### src/rtl/itch_add_order_decoder.sv
// -----------------------------------------------------------------------------
// itch_add_order_decoder
//
// Speculatively decodes ITCH Add Order ('A') messages from the byte stream
// produced by header_parser. The type byte moves the decoder into COLLECT.
// Each later byte is shifted MSB-first into the field it belongs to. The
// extracted fields are published with a one-cycle packet_valid pulse in the
// cycle after the last byte. A start_flag that arrives mid-message aborts the
// message with a one-cycle cancel pulse. The new byte is then decoded as a
// fresh message start in that same cycle.
//
// Optional build macro:
//   ITCH_ADD_ORDER_SIDE_CHECK_EN - when defined, a side byte that is neither
//   'B' nor 'S' aborts the message with a cancel pulse. The rest of that
//   message is then ignored.
//
// Parameters:
//   MSG_LEN   total Add Order length in bytes, type byte included (36)
//   MSG_TYPE  type code that starts decoding (8'h41, 'A')
//
// Ports:
//   clk                       clock
//   rst_n                     asynchronous active-low reset
//   start_flag                payload_in is the first byte of a message
//   payload_in[7:0]           message byte
//   payload_valid_in          payload_in is valid this cycle
//   add_order_internal_valid  a matching message is being collected
//   add_order_packet_valid    one-cycle pulse, fields complete and stable
//   add_order_cancel          one-cycle pulse, in-progress message aborted
//   order_ref[63:0]           bytes 11-18
//   side                      byte 19 == 'B'
//   shares[31:0]              bytes 20-23
//   stock_symbol[63:0]        bytes 24-31
//   price[31:0]               bytes 32-35
// -----------------------------------------------------------------------------
module itch_add_order_decoder #(
    parameter int         MSG_LEN  = 36,
    parameter logic [7:0] MSG_TYPE = 8'h41
) (
    input  logic        clk,
    input  logic        rst_n,
    input  logic        start_flag,
    input  logic [7:0]  payload_in,
    input  logic        payload_valid_in,
    output logic        add_order_internal_valid,
    output logic        add_order_packet_valid,
    output logic        add_order_cancel,
    output logic [63:0] order_ref,
    output logic        side,
    output logic [31:0] shares,
    output logic [63:0] stock_symbol,
    output logic [31:0] price
);

    localparam int CNT_W = $clog2(MSG_LEN);

    // Byte offsets within the message, counted from the type byte.
    localparam logic [CNT_W-1:0] OFF_REF  = CNT_W'(11);
    localparam logic [CNT_W-1:0] OFF_SIDE = CNT_W'(19);
    localparam logic [CNT_W-1:0] OFF_SHR  = CNT_W'(20);
    localparam logic [CNT_W-1:0] OFF_SYM  = CNT_W'(24);
    localparam logic [CNT_W-1:0] OFF_PRC  = CNT_W'(32);
    localparam logic [CNT_W-1:0] OFF_LAST = CNT_W'(MSG_LEN - 1);

    localparam logic [7:0] SIDE_BUY  = 8'h42;  // 'B'

    typedef enum logic {
        IDLE,
        COLLECT
    } state_t;

    state_t           state;
    logic [CNT_W-1:0] byte_cnt;

    // Shadow field registers, filled while collecting. They are copied to the
    // outputs only on completion, so partial messages never reach the outputs.
    logic [63:0] ref_sr;
    logic        side_sr;
    logic [31:0] shr_sr;
    logic [63:0] sym_sr;
    logic [23:0] prc_sr;   // first three price bytes; the fourth arrives last

    logic is_type;
    logic collect_byte;
    logic side_bad;

    assign is_type      = (payload_in == MSG_TYPE);
    assign collect_byte = payload_valid_in && !start_flag && (state == COLLECT);

`ifdef ITCH_ADD_ORDER_SIDE_CHECK_EN
    localparam logic [7:0] SIDE_SELL = 8'h53;  // 'S'
    assign side_bad = collect_byte && (byte_cnt == OFF_SIDE) &&
                      (payload_in != SIDE_BUY) && (payload_in != SIDE_SELL);
`else
    assign side_bad = 1'b0;
`endif

    // Control path and published outputs.
    // NOTE: sequential state is assigned with <= only, so every flop samples
    // the pre-edge values of its inputs regardless of statement order.
    always_ff @(posedge clk or negedge rst_n) begin
        if (!rst_n) begin
            state                    <= IDLE;
            byte_cnt                 <= '0;
            add_order_internal_valid <= 1'b0;
            add_order_packet_valid   <= 1'b0;
            add_order_cancel         <= 1'b0;
            order_ref                <= '0;
            side                     <= 1'b0;
            shares                   <= '0;
            stock_symbol             <= '0;
            price                    <= '0;
        end else begin
            add_order_packet_valid <= 1'b0;
            add_order_cancel       <= 1'b0;

            if (payload_valid_in) begin
                if (start_flag) begin
                    // A new start always wins. A message still being collected
                    // is aborted, and the new byte is decoded as a fresh type byte.
                    add_order_cancel <= (state == COLLECT);
                    if (is_type) begin
                        state                    <= COLLECT;
                        byte_cnt                 <= CNT_W'(1);
                        add_order_internal_valid <= 1'b1;
                    end else begin
                        state                    <= IDLE;
                        byte_cnt                 <= '0;
                        add_order_internal_valid <= 1'b0;
                    end
                end else if (state == COLLECT) begin
                    if (side_bad) begin
                        add_order_cancel         <= 1'b1;
                        state                    <= IDLE;
                        byte_cnt                 <= '0;
                        add_order_internal_valid <= 1'b0;
                    end else if (byte_cnt == OFF_LAST) begin
                        add_order_packet_valid   <= 1'b1;
                        state                    <= IDLE;
                        byte_cnt                 <= '0;
                        add_order_internal_valid <= 1'b0;
                        order_ref                <= ref_sr;
                        side                     <= side_sr;
                        shares                   <= shr_sr;
                        stock_symbol             <= sym_sr;
                        price                    <= {prc_sr, payload_in};
                    end else begin
                        // The count cannot pass OFF_LAST because the last
                        // byte always returns to IDLE.
                        byte_cnt <= byte_cnt + 1'b1;
                    end
                end
            end
        end
    end

    // Field shift registers. Bytes at offsets 1-10 (locate, tracking,
    // timestamp) match no range and are dropped.
    // NOTE: these shadow registers have no reset. Every completion first
    // passes through all of their offsets and overwrites them, so a reset
    // value would never reach an output.
    always_ff @(posedge clk) begin
        if (collect_byte) begin
            if (byte_cnt >= OFF_REF && byte_cnt < OFF_SIDE)
                ref_sr <= {ref_sr[55:0], payload_in};
            if (byte_cnt == OFF_SIDE)
                side_sr <= (payload_in == SIDE_BUY);
            if (byte_cnt >= OFF_SHR && byte_cnt < OFF_SYM)
                shr_sr <= {shr_sr[23:0], payload_in};
            if (byte_cnt >= OFF_SYM && byte_cnt < OFF_PRC)
                sym_sr <= {sym_sr[55:0], payload_in};
            if (byte_cnt >= OFF_PRC && byte_cnt < OFF_LAST)
                prc_sr <= {prc_sr[15:0], payload_in};
        end
    end

endmodule

### config.mk
export PLATFORM = sky130hd
export DESIGN_NAME = itch_add_order_decoder
export DESIGN_NICKNAME = d
export VERILOG_FILES = /design/src/rtl/itch_add_order_decoder.sv
export SDC_FILE = /design/constraint.sdc
export NUM_CORES = 1
export LEC_CHECK = 0
export ABC_AREA = 1
export CAP_MARGIN = 20
export CORE_MARGIN = 2
export CORE_UTILIZATION = 53
export DETAILED_ROUTE_END_ITERATION = 10
export GPL_ROUTABILITY_DRIVEN = 1
export MAX_ROUTING_LAYER = met4
export PLACE_DENSITY = 0.79
export SETUP_SLACK_MARGIN = 0.1
export SLEW_MARGIN = 20
export SYNTH_ARGS = -nofsm -noshare
export SYNTH_HDL_FRONTEND = slang
export SYNTH_SLANG_ARGS = --single-unit
export TNS_END_PERCENT = 100
### constraint.sdc
create_clock -name clk -period 7.9 [get_ports clk]
set_clock_uncertainty 0.2 [all_clocks]
set_input_delay 1.975 -clock clk [delete_from_list [all_inputs] [get_ports clk]]
set_output_delay 1.975 -clock clk [all_outputs]
set_load 0.1 [all_outputs]
# Word-level counts from Yosys, hierarchy flattened
# Cells that the tools add are included.
[totals] register_bits=388 inputBits=12 output_inout_bits=196 elab_cells=63
[op_classes] n_addsub=1 n_lt_le_gt_ge=8 eq_ne=4 mux=17 bitwise_logic=1 reduce_logical=17
[op_table] operator="$mux W6" count=3
[op_table] operator="$eq A8 B7 Y1 const B" count=2
[op_table] operator="$mux W1" count=14
[op_table] operator="$ge A6 B5 Y1 const B" count=2
[op_table] operator="$lt A6 B5 Y1 const B" count=2
[op_table] operator="$lt A6 B6 Y1 const B" count=2
[op_table] operator="$reduce_and A2 Y1" count=6
[op_table] operator="$add A6 B1 Y6 const B" count=1
[op_table] operator="$eq A6 B5 Y1 const B" count=1
[op_table] operator="$eq A6 B6 Y1 const B" count=1
[op_table] operator="$ge A6 B4 Y1 const B" count=1
[op_table] operator="$ge A6 B6 Y1 const B" count=1
[op_table] operator="$logic_and A1 B1 Y1" count=6
[op_table] operator="$reduce_and A4 Y1" count=1
[op_table] operator="$reduce_bool A2 Y1" count=2
[op_table] operator="$reduce_and A3 Y1" count=1
[op_table] operator="$logic_not A1 Y1" count=1
[op_table] operator="$not A1 Y1" count=1

# Longest topological paths before layout
# Gate-level depths: netlist of the first run.
[logic_depth] word_depth=5 ltp_mapped=10 mapped_depth_nobuf=8

# Least setup slack after synthesis of the first run
# Ideal clock, no wire load.
[synth_timing] path_type="input-to-reg" start="input port payload_valid_in" end="register ref_sr[0] (enable)" setup_time_ns=0.565 t_arrival_ns=6.722 required_time_ns=7.135 path_slack_ns=0.413 path_stages=4 n_path_buf=0 path_cell_list="nand2_1 nor2_2 nand2_1 nor3_1"
[synth_via] elab_chain_cells=3
[synth_lines] item="start: declaration" line="44" rtl="input logic payload_valid_in,"
[synth_lines] item="$logic_and A1 B1 Y1 (2 in a row)" line="88" rtl="assign collect_byte = payload_valid_in && !start_flag && (state == COLLECT);"
[synth_lines] item="$reduce_and A2 Y1 (no line)"
[synth_lines] item="end signal: assignment" line="165" rtl="ref_sr <= {ref_sr[55:0], payload_in};"
[synth_lines] item="end: declaration" line="77" rtl="logic [63:0] ref_sr;"
# No other way between the ends.
# A chain may end at the register's enable or synchronous reset.

# Worst setup path in the final report of the first run
[layout_timing] start="input port payload_valid_in" end="register stock_symbol[55]"
[layout_via] elab_chain_cells=1
[layout_lines] item="$reduce_and A4 Y1 (no line)"
[layout_lines] item="end signal: assignment" line="145" rtl="stock_symbol <= sym_sr;"
[layout_lines] item="end: declaration" line="51" rtl="output logic [63:0] stock_symbol,"
# No other way between the ends.

==> metrics, run 1 <==
outcome=complete, no violations; hold crit path type=reg2reg; DRT Wirelength=29.4 mm; number of global-route vias before repair=8,420; Synth Register Bits=388; Worst setup SP type=input port; Worst Tran Pin Value=1.13 ns; IR drop worst, VDD=156 uV; P_leak=0.00772 uW; WHS Path Cells=0; DP Wirelength=17.3 mm; worst path required time=8.14 ns; drt wl/cell=17.7 um; post-synthesis cell count=1,089; die width=163 um; total clock sinks=388; max frequency=196 MHz; final instance area=17,200 sq um; GRT overflow=0; PD cells=238 nW/um^2; 1st-iter DRT viols=795; max cap viols=0; WHS=0.242 ns; drt drc=0; Starting Density=0.537; TritonCTS clock tree=yes; most frequent cells in the layout=594 x nand2_1, 206 x clkdlybuf4s50_1, 203 x dfrtp_1; postcts setup bufs=0; hold buffers post-CTS=0; Post-CTS Resized=0; period utilisation layout=0.647; Rel. slew slack=0.244; Hold Vio Cnt, Final=0; CTS Buffer Depth=3; post-route ant nets=0; CTS root buffer=clkbuf_16; kind of critical path=in2reg; final std cells w/o fill=1,663; vias post-DR=8,402; I/O Buffers=207; most common cell after layout, fill and taps aside=nand2_1; overall die area=26,700 sq um; first drt pass iteration count=5; YS warnings=0; initial antenna violation count=2; Net count, final=1,318; final setup TNS=0 ns; largest net degree at the start of global routing=144; Pins Over Slew Limit=0; unrepaired setup endpoints after global routing=false; Area Growth Syn to Fin=27.8%; FP Rows=58; Worst-path clk slew=0.07 ns; routability congestion estimate=0.822; sequential-to-total area share from yosys stat=0.791; Distinct cells, synth=21; io pins=208; Vias/cell=5.05; ANT cells=0; H-tree depth=2; syn_nets=1,104; synthesized cell area=13,500 sq um; Critical Path AT=5.35 ns; Period minus WS final=5.11 ns; R2R cell count=8; TritonCTS Buffers=38; syn_area_per_cell=12.4 sq um; Clock Latency Late Sink=0.51 ns; Total GRT Usage=0.226; Design Power=4080 uW; final setup fails=0; worst-path maximum fanout=143; CP Capture Type=flop; share of cells above drive strength 1=0.0600; die height=163 um; core area=25,000 sq um; Placement Cell Area=15,800 sq um; first-pass GRT wire length=45.2 mm; Placed Cells incl. Taps=1,591
## per-layer routing
metal / share of wire / track usage
met4: 0.036 / 0.0921
met5: 0 / -
met1: 0.43 / 0.309
met3: 0.051 / 0.0259
met2: 0.49 / 0.351
## synth_stat cells
library cell / number / area share
xor2_1: 2 / 0.0013
edfxtp_1: 185 / 0.41
nor2_4: 1 / 0.00084
inv_2: 2 / 0.00056
nand3_2: 1 / 0.00074
nor2_2: 1 / 0.00047
inv_1: 17 / 0.0047
o21ai_0: 13 / 0.0048
buf_2: 26 / 0.0097
nand4_1: 1 / 0.00047
nand2_2: 1 / 0.00047
nand3_1: 4 / 0.0015
nor3b_1: 1 / 0.00056
nand2_1: 594 / 0.17
dfrtp_1: 203 / 0.38
nor2_1: 14 / 0.0039
nor4_1: 2 / 0.00093
nor3_1: 2 / 0.00074
buf_6: 1 / 0.00084
ha_1: 3 / 0.0028
buf_4: 15 / 0.0084
## where the power goes
part	total, uW	internal (uW)	switching (uW)
Clock	1930	1190	737
Sequential	2110	2110	1.39
Combinational	45.3	9.23	36.1
## layout make-up
cell class | instances | area, sq um
inverter | 19 | 76.3
sequential | 388 | 10600
multi-input combinational | 640 | 2530
clock buffer | 51 | 1080
clock inverter | 19 | 268
tap | 330 | 413
timing repair buffer | 216 | 2180
fill | 1720 | 7850
## flip-flops by register name, indices dropped and copies added, names as in the netlist
name / flops
price: 32
side: 1
shr_sr: 32
state: 1
order_ref: 64
prc_sr: 24
add_order_packet_valid: 1
ref_sr: 64
shares: 32
add_order_internal_valid: 1
byte_cnt: 6
side_sr: 1
add_order_cancel: 1
stock_symbol: 64
sym_sr: 64
## path summary, 6_finish.rpt
kind	from	end	slack, ns
worst max-delay path	payload_valid_in	stock_symbol[55]	2.79
worst min-delay path	sym_sr[44]	sym_sr[52]	0.24
worst max register to register	byte_cnt[2]	stock_symbol[55]	4.38
worst min register to register	sym_sr[44]	sym_sr[52]	0.24
max in group asynchronous	rst_n	stock_symbol[54]	5.08
min in group asynchronous	rst_n	order_ref[3]	1.17
## cell families after synthesis
family / share of synthesized area
compound gates: 0.00484
xor+xnor: 0.00130
fa+ha+maj: 0.00279
buf+inv: 0.0242
flops: 0.791
simple gates: 0.176
## metrics by stage
step                      worst slack [ns]   util
after detailed placement              2.35  0.630
after global placement                2.50  0.630
final                                 2.79  0.687
after floorplan                      0.413      -
after CTS                             2.88  0.684
after global routing                  2.56  0.687
## worst max-delay path, stage by stage
cell	delay, ns
clkdlybuf4s50_1	0.53
nand2_1	0.14
nor2_2	0.30
nand2_8	0.42
inv_6	1.00
buf_4	0.56
nand2_1	0.12
nand2_1	0.10
Power figures use the tool's default switching activity.
==> inputs of run 2 (changes only) <==
==> constraint.sdc (replaced) <==
create_clock -name clk -period 4.8 [get_ports clk]
set_clock_uncertainty 0.2 [all_clocks]
set_input_delay 1.2 -clock clk [delete_from_list [all_inputs] [get_ports clk]]
set_output_delay 1.2 -clock clk [all_outputs]
set_load 0.1 [all_outputs]
==> run 2 against run 1 <==
Against the previous run:
- wire length fell by 2.0%
- final area fell by 0.22%
- sequential share of layout area rose by 0.14 points
- sequential power rose by 64%
- critical endpoint is now side
- largest power group unchanged
- highest routed layer unchanged
==> metrics, run 2 (same netlist as run 1, synthesis figures left out) <==
hold crit path type=reg2reg (unchanged); P_leak=0.00768 uW (was 0.00772 uW); period utilisation layout=0.729; final setup TNS=0 ns (unchanged); flop2flop setup slack=2.24 ns (was 4.38 ns); Vias/cell=5.02 (was 5.05); Clock Latency Late Sink=0.51 ns (about the same); final setup fails=0 (unchanged); WHS Path Cells=2 (was 0); DRT Wirelength=28.8 mm (was 29.4 mm); CP max stage cell=clkdlybuf4s50_1 (was inv_6); kind of critical path=reg2out (was in2reg); Net count, final=1,319 (was 1,318); Worst setup SP type=flop (was input port); worst path required time=3.40 ns (was 8.14 ns); core area=25,000 sq um (unchanged); # fillers=1,742 (was 1,720); TritonCTS clock tree=yes (unchanged); Area Growth Syn to Fin=27.5% (was 27.8%); CP Capture Type=output pin (was flop); R2R cell count=8 (unchanged); Worst-path clk slew=0.06 ns (was 0.07 ns); most frequent cells in the layout=594 x nand2_1, 206 x clkdlybuf4s50_1, 203 x dfrtp_1 (unchanged); first drt pass iteration count=6 (was 5); Clk pwr share=0.455 (was 0.473); hold wc startpoint=shr_sr[29] (was sym_sr[44]); CTS Buffer Depth=3 (unchanged); Worst Tran Pin Value=1.10 ns (was 1.13 ns); max cap viols=0 (unchanged); number of global-route vias before repair=8,357 (was 8,420); share of cells above drive strength 1=0.0570 (was 0.0600); Post-CTS Resized=0 (unchanged); post-route ant nets=0 (unchanged); die height=163 um (unchanged); Sw Ratio=0.193 (was 0.190); largest net degree at the start of global routing=135 (was 144); H-tree depth=2 (unchanged); hold buffers post-CTS=0 (unchanged); GRT overflow=0 (unchanged); total clock sinks=388 (unchanged); Internal=5250 uW (was 3310 uW); routability congestion estimate=0.783 (was 0.822); worst path cell trace=clkdlybuf4s50_1 (was clkdlybuf4s50_1 > nand2_1 > nor2_2 > nand2_8 > inv_6 > buf_4 > nand2_1 > nand2_1); TritonCTS Buffers=39 (was 38); Worst Path Buf+Inv=1 (was 3); vias post-DR=8,361 (was 8,402); drt wl/cell=17.3 um (was 17.7 um); Starting Density=0.537 (unchanged); Pins Over Slew Limit=0 (unchanged); I/O Buffers=207 (unchanged); Total GRT Usage=0.225 (was 0.226); Critical Path AT=2.10 ns (was 5.35 ns); die width=163 um (unchanged); worst-path maximum fanout=2 (was 143); ANT cells=0 (unchanged); io pins=208 (unchanged); DP Wirelength=17.3 mm (about the same); most common cell after layout, fill and taps aside=nand2_1 (unchanged); unrepaired setup endpoints after global routing=false (unchanged); 1st-iter DRT viols=806 (was 795); outcome=complete, no violations (unchanged); Reg power frac=0.534 (was 0.516); Comb pwr share=0.011 (about the same); CTS root buffer=clkbuf_16 (unchanged); overall die area=26,700 sq um (unchanged); Design Power=6500 uW (was 4080 uW); Max stage delay on crit path=1.22 ns (was 1.00 ns); Switching Power=1250 uW (was 775 uW); Period minus WS final=3.50 ns; final core utilization=0.685 (was 0.687); first-pass GRT wire length=44.9 mm (was 45.2 mm); drt drc=0 (unchanged); Worst Hold Endpoint=shares[29] (was sym_sr[52]); PD cells=379 nW/um^2 (was 238 nW/um^2); max frequency=286 MHz; FP Rows=58 (unchanged); Rel. slew slack=0.267 (was 0.244); Hold Vio Cnt, Final=0 (unchanged); IR drop worst, VDD=271 uV (was 156 uV); postcts setup bufs=0 (unchanged); RR Endpoint=stock_symbol[23] (was stock_symbol[55]); Worst path top cell family by delay=buffers and inverters (unchanged); R2R Path Start=byte_cnt[3] (was byte_cnt[2]); initial antenna violation count=2 (unchanged)
[run 2: changes by cell type in the layout (fill, tap and decap cells not counted), moves of 3 or more]
| cell | before | now |
|---|---|---|
| buf_4 | 7 | 3 |
| bufinv_16 | 7 | 2 |
| buf_12 | 0 | 6 |
| clkinv_1 | 2 | 5 |
| clkinv_2 | 10 | 6 |
| clkbuf_8 | 2 | 6 |
[run 2: cell type report]
| cell class | count | area, sq um | area share |
|---|---|---|---|
| clock buffer | 57 | 1150 | 0.0668 |
| tap | 330 | 413 | 0.0241 |
| multi-input combinational | 640 | 2540 | 0.148 |
| sequential | 388 | 10600 | 0.620 |
| clock inverter | 14 | 118 | 0.00686 |
| inverter | 19 | 76.3 | 0.00445 |
| timing repair buffer | 216 | 2220 | 0.129 |
[run 2: metrics by stage]
stage / setup WS [ns] / hold WS [ns] / cells / area (sq um)
global placement: 1.12 / 0.223 / 1593 / 15900
finish: 1.30 / 0.237 / 1664 / 17200
detailed placement: 1.04 / 0.225 / 1593 / 15900
CTS: 1.28 / 0.236 / 1664 / 17200
floorplan: 0.0380 / 0.218 / 1089 / 13500
global route: 1.24 / 0.251 / 1664 / 17200
[run 2: worst max path at each step]
stage                           from                to  slack (ns)  cells past startpoint
CTS                             side              side        1.28                      1
global placement    payload_valid_in  stock_symbol[13]        1.12                      8
detailed placement  payload_valid_in  stock_symbol[51]        1.04                      8
finish                          side              side        1.30                      1
floorplan           payload_valid_in         ref_sr[0]        0.04                      4
global route           order_ref[55]     order_ref[55]        1.24                      1
[run 2: power groups by stage]
| stage | Combinational [uW] | Clock [uW] | Sequential, uW |
|---|---|---|---|
| 2_1_floorplan | 9.16 | 0 | 3540 |
| 3_3_place_gp | 75.6 | 0 | 3530 |
| 3_5_place_dp | 77.1 | 0 | 3530 |
| 4_1_cts | 77.2 | 3010 | 3470 |
| 5_1_grt | 84.4 | 3150 | 3470 |
| 6_report | 74.0 | 2960 | 3470 |
[run 2: routing by layer]
layer / vias to the layer above / GRT usage / share of wire
met5: - / - / 0
met4: 0 / 0.0845 / 0.034
met3: 55 / 0.0368 / 0.053
met2: 249 / 0.345 / 0.48
met1: 4146 / 0.307 / 0.43
li1: 3911 / - / -
==> inputs of run 3 (changes only) <==
--- a/config.mk
+++ b/config.mk
@@ -8,11 +8,11 @@
 export ABC_AREA = 1
 export CAP_MARGIN = 20
 export CORE_MARGIN = 2
-export CORE_UTILIZATION = 53
+export CORE_UTILIZATION = 48
 export DETAILED_ROUTE_END_ITERATION = 10
 export GPL_ROUTABILITY_DRIVEN = 1
 export MAX_ROUTING_LAYER = met4
-export PLACE_DENSITY = 0.79
+export PLACE_DENSITY = 0.75
 export SETUP_SLACK_MARGIN = 0.1
 export SLEW_MARGIN = 20
 export SYNTH_ARGS = -nofsm -noshare
==> constraint.sdc (replaced) <==
create_clock -name clk -period 2.9 [get_ports clk]
set_clock_uncertainty 0.2 [all_clocks]
set_input_delay 0.725 -clock clk [delete_from_list [all_inputs] [get_ports clk]]
set_output_delay 0.725 -clock clk [all_outputs]
set_load 0.1 [all_outputs]
==> run 3 against run 2 <==
Against the previous run:
- sequential cell count stayed put
- register-to-register slack got worse by 1.5 ns
- die area rose by 10%
- wire length about the same
- combinational power rose by 82%
- core utilization is 7.0 points lower
- global-route usage shrank 2.3 points
- critical path depth up 5
- worst hold slack got worse by 0.0010 ns
- non-clock buffer count is 19 higher
==> metrics, run 3 (same netlist as run 1, synthesis figures left out) <==
first-pass GRT wire length=44.6 mm (was 44.9 mm); Clock Latency Late Sink=0.52 ns (was 0.51 ns); GRT overflow=0 (unchanged); post-route ant nets=0 (unchanged); Clk pwr share=0.455 (about the same); DP Wirelength=18.6 mm (was 17.3 mm); final setup fails=0 (unchanged); most frequent cells in the layout=592 x nand2_1, 208 x buf_4, 203 x dfrtp_1 (was 594 x nand2_1, 206 x clkdlybuf4s50_1, 203 x dfrtp_1); worst path cell trace=clkdlybuf4s50_1 > nand2_8 > nor2_4 > nand2_4 > nor3_4 > buf_12 (was clkdlybuf4s50_1); Placed Cells incl. Taps=1,659 (was 1,593); setup ws final=0.582 ns (was 1.30 ns); Vias/cell=4.84 (was 5.02); largest net degree at the start of global routing=75 (was 135); vias post-DR=8,403 (was 8,361); die width=171 um (was 163 um); number of global-route vias before repair=8,258 (was 8,357); TritonCTS clock tree=yes (unchanged); worst path required time=2.87 ns (was 3.40 ns); Switching Power=2140 uW (was 1250 uW); CP max stage cell=clkdlybuf4s50_1 (unchanged); I/O Buffers=207 (unchanged); overall die area=29,400 sq um (was 26,700 sq um); hold crit path type=reg2reg (unchanged); P_leak=0.00823 uW (was 0.00768 uW); share of cells above drive strength 1=0.220 (was 0.0570); core area=27,700 sq um (was 25,000 sq um); routability congestion estimate=0.817 (was 0.783); Post-Place Setup Slack=0.0899 ns (was 1.04 ns); Design Power=10,800 uW (was 6500 uW); Comb pwr share=0.013 (was 0.011); final std cells w/o fill=1,735 (was 1,664); kind of critical path=in2reg (was reg2out); outcome=complete, no violations (unchanged); Worst Tran Pin Value=0.432 ns (was 1.10 ns); IR drop worst, VDD=397 uV (was 271 uV); R2R Path Start=byte_cnt[3] (unchanged); Starting Density=0.486 (was 0.537); TritonCTS Buffers=40 (was 39); Worst setup SP type=input port (was flop); H-tree depth=2 (unchanged); Sw Ratio=0.199 (was 0.193); Max stage delay on crit path=0.63 ns (was 1.22 ns); Worst-path clk slew=0.06 ns (about the same); Period minus WS final=2.32 ns; drt drc=0 (unchanged); Reg power frac=0.533 (was 0.534); most common cell after layout, fill and taps aside=nand2_1 (unchanged); hold wc startpoint=ref_sr[62] (was shr_sr[29]); Pins Over Slew Limit=0 (unchanged); CP Capture Type=flop (was output pin); drt wl/cell=16.6 um (was 17.3 um); CTS root buffer=clkbuf_16 (unchanged); Worst setup startpoint=payload_valid_in (was side); initial antenna violation count=3 (was 2); postcts setup bufs=0 (unchanged); Post-CTS Resized=0 (unchanged); WHS=0.236 ns (was 0.237 ns); unrepaired setup endpoints after global routing=false (unchanged); max cap viols=0 (unchanged); Internal=8630 uW (was 5250 uW); Critical Path AT=2.29 ns (was 2.10 ns); CTS Buffer Depth=3 (unchanged); Total GRT Usage=0.202 (was 0.225); period utilisation layout=0.799; Net count, final=1,339 (was 1,319); hold buffers post-CTS=1 (was 0); FP Rows=61 (was 58); DRT Wirelength=28.8 mm (about the same); worst-path maximum fanout=64 (was 2); die height=171 um (was 163 um); 1st-iter DRT viols=701 (was 806); io pins=208 (unchanged); Rel. slew slack=0.711 (was 0.267); total clock sinks=388 (unchanged); PD cells=633 nW/um^2 (was 379 nW/um^2); Area Growth Syn to Fin=26.6% (was 27.5%); Hold Vio Cnt, Final=0 (unchanged); max frequency=431 MHz; first drt pass iteration count=5 (was 6)
run 3: area by class of cell:
type                            count  area (sq um)
Tap cell                          378           473
Clock buffer                       60          1190
Fill cell                        2135         10700
Clock inverter                     14          90.1
Antenna cell                        1          2.50
Inverter                           19          76.3
Sequential cell                   388         10600
Timing Repair Buffer              235          1990
Multi-Input combinational cell    640          2580
run 3: power by group through the flow:
stage | Clock [uW] | Combinational (uW) | Sequential [uW]
floorplan | 0 | 15.3 | 5850
global placement | 0 | 136 | 5850
detailed placement | 0 | 139 | 5850
CTS | 4980 | 141 | 5740
global route | 5210 | 155 | 5740
finish | 4900 | 135 | 5740
run 3: per-stage QoR:
step / TNS (ns) / instance area (sq um) / util
2_1_floorplan: -18.10 / 13500 / -
3_3_place_gp: 0 / 15700 / 0.568
3_5_place_dp: 0 / 15700 / 0.568
4_1_cts: 0 / 17000 / 0.615
5_1_grt: 0 / 17000 / 0.615
6_report: 0 / 17000 / 0.615
run 3: layer usage:
layer	wire, um	share of wire	up-vias	GRT usage
li1	-	-	3967	-
met1	12300	0.43	4108	0.272
met2	14100	0.49	258	0.316
met3	1410	0.049	70	0.0313
met4	1010	0.035	0	0.0733
met5	0	0	-	-
run 3: path summary, 6_finish.rpt:
kind	endpoint	slack (ns)	cells after the start
min reg2reg	order_ref[62]	0.24	2
min	order_ref[62]	0.24	2
min in group asynchronous	stock_symbol[57]	0.47	2
max	ref_sr[57]	0.58	6
max reg2reg	ref_sr[57]	0.75	7
max in group asynchronous	stock_symbol[29]	1.31	3
run 3: critical path, delay by kind of cell:
kind                   cells  cell delay (ns)
buffers and inverters      2             0.96
and+or+nand+nor            4             0.54
